### src/rtl/rename_regfile_mp_pkg.sv
// rename_regfile_mp_pkg
// Shared constants for the rename register file: default data width,
// architectural register count, ROB tag width and slot/port counts. It also
// provides helpers for slicing flattened per-slot vectors and for sizing
// slot-select indices.
// Optional feature macro used by the top: RF_COMMIT_BYPASS_EN.
package rename_regfile_mp_pkg;

  localparam int XLEN_DEF     = 32;
  localparam int NREG_DEF     = 32;
  localparam int REG_W_DEF    = $clog2(NREG_DEF);
  localparam int ROB_W_DEF    = 4;
  localparam int DISP_W_DEF   = 2;
  localparam int CMT_W_DEF    = 2;
  localparam int RD_PORTS_DEF = 4;

  // Bit offset of slot 'slot' inside a flattened vector of 'width'-bit fields.
  function automatic int slot_lsb(input int slot, input int width);
    return slot * width;
  endfunction

  // Width of an index that selects one of n slots (at least one bit).
  function automatic int sel_width(input int n);
    return (n > 1) ? $clog2(n) : 1;
  endfunction

endpackage

### src/rtl/rename_regfile_mp_prio_sel.sv
// rf_prio_sel
// Last-valid-slot priority selector. Given a per-slot match vector it
// reports whether any slot matched and the index of the highest matching
// slot, which is how later slots override earlier ones in the same group.
// Ports:
//   match_i  in  N      per-slot match flags
//   hit_o    out 1      at least one slot matched
//   idx_o    out SEL_W  index of the highest matching slot (0 when no hit)
module rf_prio_sel #(
  parameter int N     = 2,
  parameter int SEL_W = 1
) (
  input  logic [N-1:0]     match_i,
  output logic             hit_o,
  output logic [SEL_W-1:0] idx_o
);

  always_comb begin
    hit_o = 1'b0;
    idx_o = '0;
    for (int i = 0; i < N; i++) begin
      if (match_i[i]) begin
        hit_o = 1'b1;
        idx_o = SEL_W'(i);
      end
    end
  end

endmodule

### src/rtl/rename_regfile_mp.sv
// rename_regfile_mp
// Multi-ported architectural register file with rename-tag tracking.
// Dispatch marks destination registers busy with their ROB tag; in-order
// commit writes data and clears busy when the committing tag is the one
// currently recorded. Register 0 is hard-wired to zero and never busy.
// Ports:
//   clk_in, rst_in (async, active-low), flush_in
//   disp_valid_in/disp_reg_in/disp_tag_in        dispatch slots
//   cmt_valid_in/cmt_reg_in/cmt_tag_in/cmt_data_in commit slots
//   rd_reg_in -> rd_data_out/rd_busy_out/rd_tag_out  combinational read ports
// Optional macro RF_COMMIT_BYPASS_EN: read ports also see same-cycle commits.
module rename_regfile_mp
  import rename_regfile_mp_pkg::*;
#(
  parameter int XLEN     = XLEN_DEF,
  parameter int NREG     = NREG_DEF,
  parameter int ROB_W    = ROB_W_DEF,
  parameter int DISP_W   = DISP_W_DEF,
  parameter int CMT_W    = CMT_W_DEF,
  parameter int RD_PORTS = RD_PORTS_DEF
) (
  input  logic                              clk_in,
  input  logic                              rst_in,
  input  logic                              flush_in,
  input  logic [DISP_W-1:0]                 disp_valid_in,
  input  logic [DISP_W*$clog2(NREG)-1:0]    disp_reg_in,
  input  logic [DISP_W*ROB_W-1:0]           disp_tag_in,
  input  logic [CMT_W-1:0]                  cmt_valid_in,
  input  logic [CMT_W*$clog2(NREG)-1:0]     cmt_reg_in,
  input  logic [CMT_W*ROB_W-1:0]            cmt_tag_in,
  input  logic [CMT_W*XLEN-1:0]             cmt_data_in,
  input  logic [RD_PORTS*$clog2(NREG)-1:0]  rd_reg_in,
  output logic [RD_PORTS*XLEN-1:0]          rd_data_out,
  output logic [RD_PORTS-1:0]               rd_busy_out,
  output logic [RD_PORTS*ROB_W-1:0]         rd_tag_out
);

  localparam int REG_W  = $clog2(NREG);
  localparam int DSEL_W = sel_width(DISP_W);
  localparam int CSEL_W = sel_width(CMT_W);

  logic [REG_W-1:0] disp_reg_a  [DISP_W];
  logic [ROB_W-1:0] disp_tag_a  [DISP_W];
  logic [REG_W-1:0] cmt_reg_a   [CMT_W];
  logic [ROB_W-1:0] cmt_tag_a   [CMT_W];
  logic [XLEN-1:0]  cmt_data_a  [CMT_W];

  logic [XLEN-1:0]  data_q      [NREG];
  logic             busy_q      [NREG];
  logic [ROB_W-1:0] tag_q       [NREG];
  // Register is targeted by an effective (non-flushed) dispatch this cycle.
  logic             disp_any    [NREG];

  genvar gi;

  for (gi = 0; gi < DISP_W; gi++) begin : g_disp_unpack
    assign disp_reg_a[gi] = disp_reg_in[slot_lsb(gi, REG_W) +: REG_W];
    assign disp_tag_a[gi] = disp_tag_in[slot_lsb(gi, ROB_W) +: ROB_W];
  end

  for (gi = 0; gi < CMT_W; gi++) begin : g_cmt_unpack
    assign cmt_reg_a[gi]  = cmt_reg_in[slot_lsb(gi, REG_W) +: REG_W];
    assign cmt_tag_a[gi]  = cmt_tag_in[slot_lsb(gi, ROB_W) +: ROB_W];
    assign cmt_data_a[gi] = cmt_data_in[slot_lsb(gi, XLEN) +: XLEN];
  end

  for (gi = 0; gi < NREG; gi++) begin : g_reg
    if (gi == 0) begin : g_zero
      assign data_q[gi]   = '0;
      assign busy_q[gi]   = 1'b0;
      assign tag_q[gi]    = '0;
      assign disp_any[gi] = 1'b0;
    end else begin : g_arch
      logic [DISP_W-1:0] disp_match;
      logic [CMT_W-1:0]  cmt_match;
      logic [CMT_W-1:0]  clr_match;
      logic              disp_hit;
      logic              cmt_hit;
      logic [DSEL_W-1:0] disp_sel;
      logic [CSEL_W-1:0] cmt_sel;
      logic [XLEN-1:0]   data_d;
      logic              busy_d;
      logic [ROB_W-1:0]  tag_d;

      always_comb begin
        disp_match = '0;
        cmt_match  = '0;
        clr_match  = '0;
        for (int s = 0; s < DISP_W; s++)
          disp_match[s] = disp_valid_in[s] && (disp_reg_a[s] == REG_W'(gi));
        for (int s = 0; s < CMT_W; s++) begin
          cmt_match[s] = cmt_valid_in[s] && (cmt_reg_a[s] == REG_W'(gi));
          // Any slot carrying the recorded tag clears, not only the winner.
          clr_match[s] = cmt_match[s] && (cmt_tag_a[s] == tag_q[gi]);
        end
      end

      rf_prio_sel #(.N(DISP_W), .SEL_W(DSEL_W)) u_disp_sel (
        .match_i (disp_match),
        .hit_o   (disp_hit),
        .idx_o   (disp_sel)
      );

      rf_prio_sel #(.N(CMT_W), .SEL_W(CSEL_W)) u_cmt_sel (
        .match_i (cmt_match),
        .hit_o   (cmt_hit),
        .idx_o   (cmt_sel)
      );

      assign disp_any[gi] = disp_hit && !flush_in;

      always_comb begin
        data_d = data_q[gi];
        busy_d = busy_q[gi];
        tag_d  = tag_q[gi];
        // Commit data lands even under flush: it is older than flushed work.
        if (cmt_hit)
          data_d = cmt_data_a[cmt_sel];
        if (flush_in) begin
          busy_d = 1'b0;
        end else if (disp_any[gi]) begin
          busy_d = 1'b1;
          tag_d  = disp_tag_a[disp_sel];
        end else if (|clr_match) begin
          busy_d = 1'b0;
        end
      end

      always_ff @(posedge clk_in or negedge rst_in) begin
        if (!rst_in) begin
          data_q[gi] <= '0;
          busy_q[gi] <= 1'b0;
          tag_q[gi]  <= '0;
        end else begin
          data_q[gi] <= data_d;
          busy_q[gi] <= busy_d;
          tag_q[gi]  <= tag_d;
        end
      end
    end
  end

  for (gi = 0; gi < RD_PORTS; gi++) begin : g_rd
    logic [REG_W-1:0] rd_reg;
    logic [XLEN-1:0]  rd_data;
    logic             rd_busy;

    assign rd_reg = rd_reg_in[slot_lsb(gi, REG_W) +: REG_W];

`ifdef RF_COMMIT_BYPASS_EN
    logic [CMT_W-1:0]  byp_match;
    logic              byp_hit;
    logic [CSEL_W-1:0] byp_sel;

    always_comb begin
      byp_match = '0;
      for (int s = 0; s < CMT_W; s++)
        byp_match[s] = cmt_valid_in[s] && (rd_reg != '0) && (cmt_reg_a[s] == rd_reg);
    end

    rf_prio_sel #(.N(CMT_W), .SEL_W(CSEL_W)) u_byp_sel (
      .match_i (byp_match),
      .hit_o   (byp_hit),
      .idx_o   (byp_sel)
    );

    // Tag is never bypassed: a same-cycle dispatch is not forwarded.
    always_comb begin
      rd_data = data_q[rd_reg];
      rd_busy = busy_q[rd_reg];
      if (byp_hit) begin
        rd_data = cmt_data_a[byp_sel];
        if ((cmt_tag_a[byp_sel] == tag_q[rd_reg]) && !disp_any[rd_reg])
          rd_busy = 1'b0;
      end
    end
`else
    assign rd_data = data_q[rd_reg];
    assign rd_busy = busy_q[rd_reg];
`endif

    assign rd_data_out[slot_lsb(gi, XLEN) +: XLEN]  = rd_data;
    assign rd_busy_out[gi]                          = rd_busy;
    assign rd_tag_out[slot_lsb(gi, ROB_W) +: ROB_W] = tag_q[rd_reg];
  end

endmodule

### config.mk
export PLATFORM = sky130hd
export DESIGN_NAME = rename_regfile_mp
export DESIGN_NICKNAME = d
export VERILOG_FILES = /design/src/rtl/rename_regfile_mp_pkg.sv /design/src/rtl/rename_regfile_mp_prio_sel.sv /design/src/rtl/rename_regfile_mp.sv
export SDC_FILE = /design/constraint.sdc
export NUM_CORES = 2
export LEC_CHECK = 0
export BUFFER_PORTS_ARGS = -buffer_cell sky130_fd_sc_hd__buf_2
export CAP_MARGIN = 20
export CORE_ASPECT_RATIO = 1.2
export CORE_MARGIN = 4
export CORE_UTILIZATION = 40
export DETAILED_ROUTE_END_ITERATION = 7
export PLACE_DENSITY_LB_ADDON = 0.2
export SYNTH_ARGS = -nofsm -noshare
export SYNTH_HDL_FRONTEND = slang
export SYNTH_SLANG_ARGS = --single-unit
### constraint.sdc
create_clock -name clk_in -period 2.8 [get_ports clk_in]
set_input_delay 0.56 -clock clk_in [delete_from_list [all_inputs] [get_ports clk_in]]
set_output_delay 0.56 -clock clk_in [all_outputs]
set_load 0.01 [all_outputs]
==> reports/metrics.cfg <==
[cells_and_area]
drive_gt1_frac=0.375
final_nets=9476
final.fill_count=20700
postLayoutCoreUtil=0.501
fin_area_mm2=0.117
multiInputGateArea_mm2=0.0636
syn_to_final_growth_pct=24.5
ff_latch_area_mm2=0.0289
stdcell_count=12500

[timing]
finalHoldViolations=0
slew_headroom=0.380
skew_ns=0.0417
post-route-period-util=1.18
worstMarginPinSlew_ns=0.930
slew_violations=0
setup_violations=148
fin_tns_setup_ns=-42.72
rsz0062_at_grt=yes
fmax_mhz=303
fin_crit_ns=3.30
fin_ws_ns=-0.497

[critical_path]
r2r-end=busy_q[5]
r2r_cells=6
crit_fanout=5
startpoint_type=flop
required_ns=2.24
reg2reg_from=tag_q[20]
crit_arrival_ns=2.74
crit_type=flop to output port
r2r_setup_slack_ns=0.67
critPathCaptureType=output port

[min_path]
hold_depth=3
min_delay_worst_endpoint=data_q[890]
hp-start=cmt_data_in[58]
min_path_type=input port to flop

[global_route]
met3_usage=0.118
met2_usage=0.574
grt_max_degree=85
grt_most_used_layer=met2
grt_remaining_overflow=0
grt_pass1_wl_mm=676
grt_pass1_vias=85500
grt_use_met1=0.479
grt_antenna_before_repair=33
grt_use_total=0.387

[cts]
cts.path.max_buffers=4
insertion_delay_ns=0.87
cts.reportedPaths.clkPinSlew_ns=0.07
clock-sinks=1147
tritoncts=yes
cts_buffers=150
root_buffer=clkbuf_16
h-tree-depth=4

[power_and_ir_drop]
switching_share=0.359
pwr-share-clk=0.275
pwr-share-seq=0.363
powerDensity_mw_per_mm2=641
leakage_nw=49.6
peakVddDrop_uv=620
p_int_mw=48.0
combPwrFrac=0.362
switchingPower_mw=26.9

[placement]
place.port_buffers=274
dpl.hpwl_mm=323
dp_cells=12100
gp_congestion=0.972
placed_cell_area_mm2=0.107
pre_cts_slack_ns=-0.748

[yosys]
netlist_area_mm2=0.0938
synth_flop_cell=dfrtp_1
synth_top_area_share=0.306
ys_async_sr_fraction=1.00
yosys_register_bits=1147
netlist_instances=8816
ys_seq_area_frac=0.306
synthMostInstantiatedCell=mux2i_1
synth_nets=8943
synth_edf_count=0
yosys-top-cells-area=dfrtp_1, mux4_2, mux2i_1, mux2_2, a22o_1
synth_cell_types=48
yosysWarnings=0
yosys.area.top_type=dfrtp_1
ys_top_cells_by_count=mux2i_1, dfrtp_1, mux4_2
postSynthAreaPerCell_um2=10.6

[job]
drv_cap=0

[route]
drtIter0Drc=11000
via_count=87200
vias_per_cell=6.97
ant_nets=0
drc=1
firstDrtPassIters=8
wl_per_cell_um=38.7
drt_wl_total_mm=484

[floorplanning]
die_h_um=539
initial_core_util=0.403
dieArea_mm2=0.242
ioPinCount=275
num_rows=194
chipWidth_um=450
fp.coreArea_mm2=0.233

[run_status]
violations=DRC, setup timing
status=complete, but fails checks

-- power by group through the flow --
| stage | sequential, mW | clock [mW] | combinational [mW] |
|---|---|---|---|
| floorplan | 24.6 | 0 | 17.1 |
| global placement | 26.8 | 0 | 24.1 |
| detailed placement | 27.1 | 0 | 24.6 |
| CTS | 26.8 | 20.8 | 26.3 |
| global route | 27.7 | 21.4 | 28.6 |
| finish | 27.2 | 20.6 | 27.1 |
-- layout make-up --
cell class,instances,area share
Antenna cell,15,0.000321
Clock buffer,204,0.0364
Clock inverter,54,0.00635
Inverter,7,0.000246
Multi-Input combinational cell,6571,0.544
Sequential cell,1147,0.247
Tap cell,3038,0.0325
Timing Repair Buffer,1472,0.133
-- worst max-delay path, cell delays in order, from the launching register on --
cell	delay (ns)
dfrtp_2	0.47
mux4_2	0.50
a22o_1	0.26
o21ai_2	0.22
buf_4	0.16
o31ai_4	0.08
buf_2	0.17
-- layout by cell type (no fill, tap or decap), drive strengths merged, types with 9 or more instances in the layout --
cell,instances
a211oi,148
a21oi,528
a22o,443
a22oi,9
a41o,26
and2,122
and3,40
and4b,9
buf,1462
bufinv,17
clkbuf,207
clkinv,30
dfrtp,1147
diode,15
inv,10
mux2,391
mux2i,1405
mux4,888
nand2,649
nand2b,11
nand3,25
nor2,566
nor2b,25
nor4,53
nor4bb,9
o21ai,628
o22ai,148
o31ai,148
xnor2,28
xor2,220
-- routing by layer --
layer | vias to the layer above | wire [um]
met4 | 22 | 43100
met5 | - | 143
met1 | 44100 | 175000
li1 | 34700 | -
met3 | 1931 | 56700
met2 | 6470 | 209000
-- state kept, by name, indices dropped and copies added, names as in the netlist --
name and flops:
data_q 992, tag_q 124, busy_q 31
-- how the worst max path moves through the flow --
stage / to / cells past startpoint / slack [ns] / start
after floorplan: rd_busy_out[1] / 8 / 0.002 / rd_reg_in[7]
after global placement: rd_busy_out[2] / 8 / -0.80 / rd_reg_in[10]
after detailed placement: rd_data_out[53] / 9 / -0.75 / rd_reg_in[5]
after CTS: rd_tag_out[8] / 7 / -0.51 / tag_q[20]
after global routing: rd_tag_out[0] / 6 / -0.52 / tag_q[8]
final: rd_tag_out[0] / 6 / -0.50 / tag_q[8]
-- what timing repair did --
action	4_1_cts	5_1_grt
buffers inserted	125	50
endpoints found under the hold margin	19	0
hold buffers	1	0
pin swaps	322	121
setup endpoints to repair	148	148
resized for setup	671	154
gates cloned	9	3
-- logic make-up after synthesis --
| family | share of synthesized area |
|---|---|
| multiplexers | 0.410 |
| AO/OA/AOI/OAI | 0.142 |
| AND/OR/NAND/NOR | 0.0718 |
| flip-flops | 0.306 |
| buffers and inverters | 0.0477 |
| XOR/XNOR | 0.0231 |
-- through the flow --
stage	hold slack (ns)	total power [mW]
2_1_floorplan	0.264	41.7
6_report	0.196	74.9
4_1_cts	0.151	73.9
3_3_place_gp	0.542	50.9
3_5_place_dp	0.536	51.7
5_1_grt	0.224	77.7
Note: power is estimated with default switching activity, not from simulation.
